$ cat config.mk
export PLATFORM = sky130hd
export DESIGN_NAME = bp_cfg_link_responder
export DESIGN_NICKNAME = d
export VERILOG_FILES = /design/src/rtl/bp_cfg_link_responder.sv
export SDC_FILE = /design/constraint.sdc
export NUM_CORES = 1
export LEC_CHECK = 0
export CORE_UTILIZATION = 40
export CTS_CLUSTER_SIZE = 28
export DETAILED_ROUTE_END_ITERATION = 12
export GPL_TIMING_DRIVEN = 0
export PLACE_DENSITY = 0.71
export SETUP_SLACK_MARGIN = 0.4
export SYNTH_ARGS = -nofsm -noshare
export SYNTH_HDL_FRONTEND = slang
export SYNTH_SLANG_ARGS = --single-unit
$ cat constraint.sdc
create_clock -name clk_i -period 3.45 [get_ports clk_i]
set_input_delay 0.69 -clock clk_i [delete_from_list [all_inputs] [get_ports clk_i]]
set_output_delay 0.69 -clock clk_i [all_outputs]
set_load 0.02 [all_outputs]
$ cat src/rtl/bp_cfg_link_responder.sv
// Tile-side configuration link responder: one outstanding read/write command,
// one registered response, runtime config registers for a single tile.
module bp_cfg_link_responder #(
    parameter int   cfg_addr_width_p = 16,
    parameter int   cfg_data_width_p = 64,
    parameter int   core_id_width_p  = 4,
    parameter int   cce_id_width_p   = 4,
    parameter int   cfg_id_p         = 3,
    parameter logic reset_freeze_p   = 1'b1
) (
    input  logic                        clk_i,
    input  logic                        reset_i,
    input  logic                        cmd_v_i,
    output logic                        cmd_ready_o,
    input  logic                        cmd_w_i,
    input  logic [cfg_addr_width_p-1:0] cmd_addr_i,
    input  logic [cfg_data_width_p-1:0] cmd_data_i,
    output logic                        resp_v_o,
    input  logic                        resp_yumi_i,
    output logic [cfg_data_width_p-1:0] resp_data_o,
    output logic                        resp_err_o,
    output logic                        freeze_o,
    output logic [core_id_width_p-1:0]  core_id_o,
    output logic [cce_id_width_p-1:0]   cce_id_o,
    output logic [1:0]                  icache_mode_o,
    output logic [1:0]                  dcache_mode_o,
    output logic                        cce_mode_o
);

    typedef enum logic {
        E_IDLE = 1'b0,
        E_RESP = 1'b1
    } state_e;

    state_e                      state_q;
    logic                        cmd_ready_q;
    logic                        resp_v_q;
    logic                        resp_err_q;
    logic [cfg_data_width_p-1:0] resp_data_q;

    logic                        freeze_q;
    logic [core_id_width_p-1:0]  core_id_q;
    logic [cce_id_width_p-1:0]   cce_id_q;
    logic [1:0]                  icache_mode_q;
    logic [1:0]                  dcache_mode_q;
    logic                        cce_mode_q;
    logic [cfg_data_width_p-1:0] scratch_q;

    logic                        addr_ok;
    logic                        accept;
    logic [2:0]                  idx;
    logic [cfg_data_width_p-1:0] rdata;
    logic                        err_d;
    logic [cfg_data_width_p-1:0] resp_data_d;

    // Decode the presented command; only consumed on the accepting edge.
    always_comb begin
        idx     = cmd_addr_i[2:0];
        addr_ok = (cmd_addr_i[cfg_addr_width_p-1:3] == '0);
        accept  = cmd_v_i && cmd_ready_q;
        rdata   = '0;
        case (idx)
            3'd0: rdata = cfg_data_width_p'(freeze_q);
            3'd1: rdata = cfg_data_width_p'(core_id_q);
            3'd2: rdata = cfg_data_width_p'(cce_id_q);
            3'd3: rdata = cfg_data_width_p'(icache_mode_q);
            3'd4: rdata = cfg_data_width_p'(dcache_mode_q);
            3'd5: rdata = cfg_data_width_p'(cce_mode_q);
            3'd6: rdata = cfg_data_width_p'(cfg_id_p);
            3'd7: rdata = scratch_q;
        endcase
        err_d = !addr_ok
             || (cmd_w_i && (idx == 3'd6))
             || (cmd_w_i && ((idx == 3'd3) || (idx == 3'd4)) && (cmd_data_i[1:0] == 2'b11));
        resp_data_d = (cmd_w_i || err_d) ? '0 : rdata;
    end

    always_ff @(posedge clk_i) begin
        if (reset_i) begin
            state_q       <= E_IDLE;
            cmd_ready_q   <= 1'b0;
            resp_v_q      <= 1'b0;
            resp_err_q    <= 1'b0;
            resp_data_q   <= '0;
            freeze_q      <= reset_freeze_p;
            core_id_q     <= '0;
            cce_id_q      <= '0;
            icache_mode_q <= '0;
            dcache_mode_q <= '0;
            cce_mode_q    <= 1'b0;
            scratch_q     <= '0;
        end else begin
            case (state_q)
                E_IDLE: begin
                    if (accept) begin
                        state_q     <= E_RESP;
                        cmd_ready_q <= 1'b0;
                        resp_v_q    <= 1'b1;
                        resp_err_q  <= err_d;
                        resp_data_q <= resp_data_d;
                        if (cmd_w_i && !err_d) begin
                            case (idx)
                                3'd0: freeze_q      <= cmd_data_i[0];
                                3'd1: core_id_q     <= cmd_data_i[core_id_width_p-1:0];
                                3'd2: cce_id_q      <= cmd_data_i[cce_id_width_p-1:0];
                                3'd3: icache_mode_q <= cmd_data_i[1:0];
                                3'd4: dcache_mode_q <= cmd_data_i[1:0];
                                3'd5: cce_mode_q    <= cmd_data_i[0];
                                3'd7: scratch_q     <= cmd_data_i;
                                default: ;
                            endcase
                        end
                    end else begin
                        cmd_ready_q <= 1'b1;
                    end
                end
                E_RESP: begin
                    // Ready stays low through the yumi cycle, so the earliest new accept is one cycle later.
                    if (resp_yumi_i) begin
                        state_q     <= E_IDLE;
                        cmd_ready_q <= 1'b1;
                        resp_v_q    <= 1'b0;
                        resp_err_q  <= 1'b0;
                        resp_data_q <= '0;
                    end
                end
                default: state_q <= E_IDLE;
            endcase
        end
    end

    assign cmd_ready_o   = cmd_ready_q;
    assign resp_v_o      = resp_v_q;
    assign resp_err_o    = resp_err_q;
    assign resp_data_o   = resp_data_q;
    assign freeze_o      = freeze_q;
    assign core_id_o     = core_id_q;
    assign cce_id_o      = cce_id_q;
    assign icache_mode_o = icache_mode_q;
    assign dcache_mode_o = dcache_mode_q;
    assign cce_mode_o    = cce_mode_q;

endmodule
# [Word level (Yosys, flattened, before mapping)]
# Cells that the tools add are included.
[totals] in_bits=85 out_inout_bits=81 reg_bits=146
[op_classes] eq_ne=10 n_bitwise=1 n_reduce_logical=21 muxes=16
[ops] cell="$pmux W64 S8" n=1
[ops] cell="$mux W64" n=3
[ops] cell="$pmux W64 S2" n=1
[ops] cell="$reduce_and A4 Y1" n=7
[ops] cell="$logic_not A13 Y1" n=1
[ops] cell="$eq A3 B3 Y1 const B" n=4
[ops] cell="$pmux W1 S2" n=4
[ops] cell="$mux W1" n=7
[ops] cell="$eq A3 B2 Y1 const B" n=2
[ops] cell="$logic_and A1 B1 Y1" n=5
[ops] cell="$logic_or A1 B1 Y1" n=4
[ops] cell="$ne A2 B2 Y1 const B" n=2
[ops] cell="$eq A3 B1 Y1 const B" n=1
[ops] cell="$logic_not A3 Y1" n=1
[ops] cell="$eq A2 B2 Y1 const B" n=1
[ops] cell="$logic_not A1 Y1" n=2
[ops] cell="$reduce_and A2 Y1" n=1
[ops] cell="$not A1 Y1" n=1

# [Depth between registers and ports, before layout]
# Gate-level depths: netlist of run 1.
[depth] ltp_word=9 mapped_depth=8

# [Worst setup path before layout of run 1]
# No wires, ideal clock.
[synth_path] kind="input -> register" start="input port cmd_addr_i[11]" end="register scratch_q[10]" stages=6 arrival_time_ps=2169 t_required_ps=3318 slack_ps=1148 n_path_buf=1 cell_sequence="or4_4 nor3_4 nand4_1 clkbuf_1 nand2_1 a21oi_1"
[synth_between] elab_chain_len=7
[synth_lines] element="start: declaration" line_no="16" rtl="input logic [cfg_addr_width_p-1:0] cmd_addr_i,"
[synth_lines] element="$logic_not A13 Y1" line_no="59" rtl="addr_ok = (cmd_addr_i[cfg_addr_width_p-1:3] == '0);"
[synth_lines] element="$logic_not A1 Y1" line_no="72" rtl="err_d = !addr_ok"
[synth_lines] element="$logic_or A1 B1 Y1" line_no="73" rtl="|| (cmd_w_i && (idx == 3'd6))"
[synth_lines] element="$logic_or A1 B1 Y1" line_no="74" rtl="|| (cmd_w_i && ((idx == 3'd3) || (idx == 3'd4)) && (cmd_data_i[1:0] == 2'b11));"
[synth_lines] element="$logic_not A1 Y1" line_no="101" rtl="if (cmd_w_i && !err_d) begin"
[synth_lines] element="$logic_and A1 B1 Y1" line_no="101"
[synth_lines] element="$reduce_and A4 Y1 (no source line)"
[synth_lines] element="end signal: assignment" line_no="109" rtl="3'd7: scratch_q <= cmd_data_i;"
[synth_lines] element="end: declaration" line_no="47" rtl="logic [cfg_data_width_p-1:0] scratch_q;"
# No other way between the ends.
# A chain may end at the register's enable or synchronous reset.

# [Worst setup path in the final report of run 1]
[layout_path] start="input port cmd_addr_i[11]" end="register scratch_q[55]"
# The elaborated chain is that of the path after synthesis.

==> results of run 1 <==
==> worst max path at each step <==
stage	startpoint	endpoint	slack, ps	cells past startpoint
after floorplan	cmd_addr_i[11]	scratch_q[10]	1150	6
after global placement	cmd_addr_i[11]	scratch_q[6]	190	7
after detailed placement	cmd_addr_i[11]	scratch_q[55]	140	7
after CTS	cmd_addr_i[11]	scratch_q[55]	550	7
after global routing	cmd_addr_i[11]	scratch_q[57]	430	7
final	cmd_addr_i[11]	scratch_q[55]	540	7
==> power by group <==
| group | switching [mW] | internal (mW) |
|---|---|---|
| sequential | 0.00216 | 1.69 |
| combinational | 0.0878 | 0.104 |
| clock | 0.698 | 1.16 |
==> stage by stage <==
step           cells  setup WS, ps
2_1_floorplan    544          1150
5_1_grt          911           430
3_5_place_dp     879           141
6_report         911           540
4_1_cts          911           552
3_3_place_gp     879           192
==> layer usage <==
layer | GRT usage [%] | wire [um]
met1 | 26.1 | 5960
met2 | 37.2 | 6760
met3 | 5.81 | 918
met4 | 7.44 | 249
met5 | 0 | 0
==> synth_stat cells (3+ instances only) <==
library cell / number
o21ai_0: 7
nor3_1: 5
buf_4: 7
nand2_1: 136
buf_6: 6
nor3b_1: 3
nor2b_1: 4
nor4_1: 3
clkbuf_1: 26
dfxtp_1: 146
mux2i_1: 14
a22o_1: 63
a21oi_1: 69
nor2_1: 20
and4_1: 4
nand4_1: 6
==> final cells by class <==
type	count	area share (%)
plain buffers	41	2.99
multi-input cells	356	26.5
clock buffers	19	5.81
repair buffers	163	21.4
flip-flops and latches	146	38.3
clock inverters	13	2.08
well taps	172	2.82
inverters	1	0.0492
==> kinds of logic (layout without fill, tap and decap cells) <==
| group | count (synthesis) | in the layout |
|---|---|---|
| AND/OR/NAND/NOR | 194 | 194 |
| AO/OA/AOI/OAI | 147 | 147 |
| flip-flops | 146 | 146 |
| buffers and inverters | 42 | 237 |
| multiplexers | 15 | 15 |
==> flip-flops by register name, summed over array words and instances (netlist names), 2 cells and up <==
name and cells:
icache_mode_o 2, dcache_mode_o 2, scratch_q 64, cce_id_o 4, resp_data_o 64, core_id_o 4
==> worst max-delay path, stage by stage <==
cell	delay [ps]
clkdlybuf4s50_1	410
or4_4	540
nor3_4	320
nand4_1	600
clkbuf_1	410
nand2_1	140
a21oi_1	70
==> impl_metrics.toml, run 1 <==
[drt]
wl_per_cell_um = 15.2
drc = 0
detail_route.iter0.violations = 251
final_antenna_net_count = 0
drt_first_pass_iters = 4
via_per_inst = 5.10
vias = 4646
routed_wl_um = 13900

[clock_tree]
post_cts_buffers = 0
clk_pin_slew_ps = 60
cts_tree = "done"
clock_sinks = 146
clk_latency_ps = 410
h-tree-depth = 4
clock_path_buffers = 2
post_cts_resized = 0
numCtsBuffers = 17
root_buffer = "clkbuf_16"
cts.hold.buffers_added = 0

[finish]
drive_gt1_share_pct = 7.04
layout_common_cells = "163 x clkdlybuf4s50_1, 146 x dfxtp_1, 136 x nand2_1, 69 x a21oi_1, 63 x a22o_1"
final_common_cell = "clkdlybuf4s50_1"
antenna_cells = 0
fin_area_um2 = 7620
multiInputGateArea_um2 = 2020
nets = 811
synthToLayoutAreaGrowth_pct = 47.3
seq_area_um2 = 2920
finish.utilization_pct = 60.4
fillers = 1103

[sta]
hold_viol = 0
setup_tns_ps = 0
fmax_ghz = 0.344
finalSetupViolCount = 0
clock_skew_ps = 4.75
relSlewSlack_pct = 55.9
worstMarginPinSlew_ps = 661
slew_viol_final = 0
rsz0062_at_grt = "false"
timing.hold.ws_ps = 451
finalCritPeriodShare_pct = 84.4
post-route-min-period_ps = 2910

[logic_synthesis]
syn_avg_cell_area_um2 = 9.52
postSynthNetCount = 629
syn_inst = 544
ys_async_sr_fraction_pct = 0
synth_edf_count = 0
synth_compound_area_share_pct = 19.5
ys_ff_latch = 146
synth_cell_types = 35
synth_top_family_by_area = "compound AO/OA/AOI/OAI gates"
yosysSeqAreaShare_pct = 56.5
synth_flop_cell = "dfxtp_1"
synth.area.mux_share_pct = 2.92
synth_fa_ha_area_share_pct = 0
synth_simple_gate_area_share_pct = 16.7
synth_xor_area_share_pct = 0
syn-cell-area_um2 = 5180
yosysTopAreaCell = "dfxtp_1"
yosys-top-cells-area = "dfxtp_1 56%, a22o_1 11%, nand2_1 9.9%, a21oi_1 6.7%, mux2i_1 2.7%"
synth_top_area_share_pct = 56.5
yosys_warnings = 0

[floorplan]
start_util_pct = 41.0
dieArea_um2 = 13400
rows = 41
die_x_um = 116
ios = 166
fp.dieH_um = 116
core_area_um2 = 12600

[power_and_ir_drop]
power_density_nw_per_um2 = 490
finalPower_mw = 3.74
p_leak_nw = 2.79
peakVddDrop_mv = 0.349

[critical_path]
cp.required_ps = 3720
timing.rr.start = "state_q"
r2r.worst_path.cells = 6
crit_path_end_kind = "flop"
setup.worst_path.start_class = "input pin"
r2r-end = "scratch_q[55]"
cp_max_fo = 10
r2r_slack_ps = 1150
worstSetupPathType = "in2reg"
arrival_ps = 3180

[global_routing]
first_global_vias = 4629
grt_pass1_wl_um = 22400
overflow = 0
grt_util_all_layers_pct = 21.6
antenna_found_initial = 0
grt_max_degree = 17

[placement]
gp_congestion = 0.882
io_buffers = 163
place_area_um2 = 7020
dpl.hpwl_um = 10200

[hold_path]
hold_path_end = "scratch_q[33]"
min_path_cells = 2
holdCritStartpoint = "scratch_q[33]"
hold_class = "reg2reg"

[run_status]
outcome = "completed"

[flow_run]
maxCapViolations = 0
(Power assumes the default switching activity.)
==> run 2, diff against run 1 <==
--- a/config.mk
+++ b/config.mk
@@ -9,7 +9,7 @@
 export CTS_CLUSTER_SIZE = 28
 export DETAILED_ROUTE_END_ITERATION = 12
 export GPL_TIMING_DRIVEN = 0
-export PLACE_DENSITY = 0.71
+export PLACE_DENSITY = 0.74
 export SETUP_SLACK_MARGIN = 0.4
 export SYNTH_ARGS = -nofsm -noshare
 export SYNTH_HDL_FRONTEND = slang
==> constraint.sdc (replaced) <==
create_clock -name clk_i -period 2.3 [get_ports clk_i]
set_input_delay 0.46 -clock clk_i [delete_from_list [all_inputs] [get_ports clk_i]]
set_output_delay 0.46 -clock clk_i [all_outputs]
set_load 0.02 [all_outputs]
==> impl_metrics.toml, run 2 (same netlist as run 1, synthesis figures left out) <==
[run_status]
outcome = "completed"

[sta]
hold_viol = 0
slew_viol_final = 0
timing.final.ws_setup_ps = 345
finalCritPeriodShare_pct = 85.0
relSlewSlack_pct = 54.2
post-route-min-period_ps = 1960
worstMarginPinSlew_ps = 687
rsz0062_at_grt = "true"
clock_skew_ps = 6.19
finalSetupViolCount = 0
fmax_ghz = 0.511

[critical_path]
r2r-end = "scratch_q[49]"
timing.rr.start = "state_q"
setup.worst_path.start_class = "input pin"
cp_max_fo = 5
arrival_ps = 2280
crit_path_end_kind = "flop"
r2r.worst_path.cells = 7
worstSetupPathType = "in2reg"
cp.required_ps = 2630
r2r_slack_ps = 520

[drt]
drt_first_pass_iters = 4
final_antenna_net_count = 0
drc = 0
vias = 4849
routed_wl_um = 16000
detail_route.iter0.violations = 322
wl_per_cell_um = 16.9
via_per_inst = 5.13

[global_routing]
antenna_found_initial = 0
grt_pass1_wl_um = 23600
first_global_vias = 4807
grt_util_all_layers_pct = 23.1
overflow = 0
grt_max_degree = 17

[floorplan]
rows = 41
start_util_pct = 41.0
core_area_um2 = 12600
fp.dieH_um = 116
die_x_um = 116
ios = 166
dieArea_um2 = 13400

[clock_tree]
h-tree-depth = 4
clock_sinks = 146
root_buffer = "clkbuf_16"
numCtsBuffers = 17
clk_pin_slew_ps = 60
cts.hold.buffers_added = 0
clk_latency_ps = 410
clock_path_buffers = 2
cts_tree = "done"

[placement]
gp_congestion = 0.868
place_area_um2 = 7030
dpl.hpwl_um = 9910
io_buffers = 163
detailedPlace.worstSlack_ps = -801

[finish]
multiInputGateArea_um2 = 2540
nets = 846
fin_area_um2 = 8820
synthToLayoutAreaGrowth_pct = 70.4
layout_common_cells = "146 x dfxtp_1, 144 x clkdlybuf4s50_1, 81 x nand2_1, 63 x a22o_1, 51 x a21oi_2"
seq_area_um2 = 2920
final_common_cell = "dfxtp_1"
antenna_cells = 0
fillers = 940
drive_gt1_share_pct = 28.2

[power_and_ir_drop]
power_density_nw_per_um2 = 650
peakVddDrop_mv = 0.508
finalPower_mw = 5.73
p_leak_nw = 3.56

[hold_path]
hold_class = "in2reg"
hold_path_end = "scratch_q[0]"
holdCritStartpoint = "cmd_data_i[0]"
min_path_cells = 3

[flow_run]
maxCapViolations = 0
==> run 2: per-stage QoR <==
step                hold WS (ps)  setup TNS [ps]  util [%]  instances
finish                       388               0      69.9        946
global route                 391               0      69.9        946
CTS                          379               0      65.2        939
detailed placement           445          -79010      55.7        879
global placement             436          -72680      55.7        879
floorplan                    428               0         -        544
==> run 2: layout make-up <==
cell class / count / share of cell area [%]
inverters: 1 / 0.0426
flip-flops and latches: 146 / 33.1
clock inverters: 9 / 1.43
well taps: 172 / 2.44
repair buffers: 198 / 24.5
multi-input cells: 356 / 28.8
plain buffers: 41 / 3.99
clock buffers: 23 / 5.65
==> run 2: metal layers <==
metal,up-vias,track usage [%],part of all wire [%]
met2,165,40.2,51
met3,32,6.01,5.5
met4,0,9.32,1.8
li1,2347,-,-
met1,2305,27.1,42
met5,-,0,0
==> run 2: repair_timing <==
action	in CTS	in global routing
buffers inserted	22	2
cloned	6	5
gates resized for setup	94	138
setup endpoints to repair	143	148
pin swaps	42	87
==> run 2: worst max path at each step <==
stage / start / end / slack, ps / cells after the start
after CTS: cmd_addr_i[15] / resp_data_o[49] / 330 / 11
after global placement: cmd_addr_i[11] / scratch_q[7] / -750 / 7
final: cmd_addr_i[13] / scratch_q[49] / 340 / 10
after floorplan: cmd_addr_i[11] / scratch_q[10] / 260 / 6
after detailed placement: cmd_addr_i[11] / scratch_q[6] / -800 / 7
after global routing: cmd_addr_i[13] / scratch_q[18] / 300 / 10
==> run 2: power by group <==
part / internal, mW / total, mW / switching, mW
Clock: 1.85 / 2.87 / 1.02
Sequential: 2.53 / 2.54 / 0.00384
Combinational: 0.164 / 0.331 / 0.167
==> run 2: worst max-delay path, stage by stage <==
cell and delay, ps:
buf_6 90, or4_4 530, nor3_4 180, buf_6 130, buf_6 90, and4_4 280, buf_6 150, clkbuf_16 150
nand2_2 60, a21oi_1 150
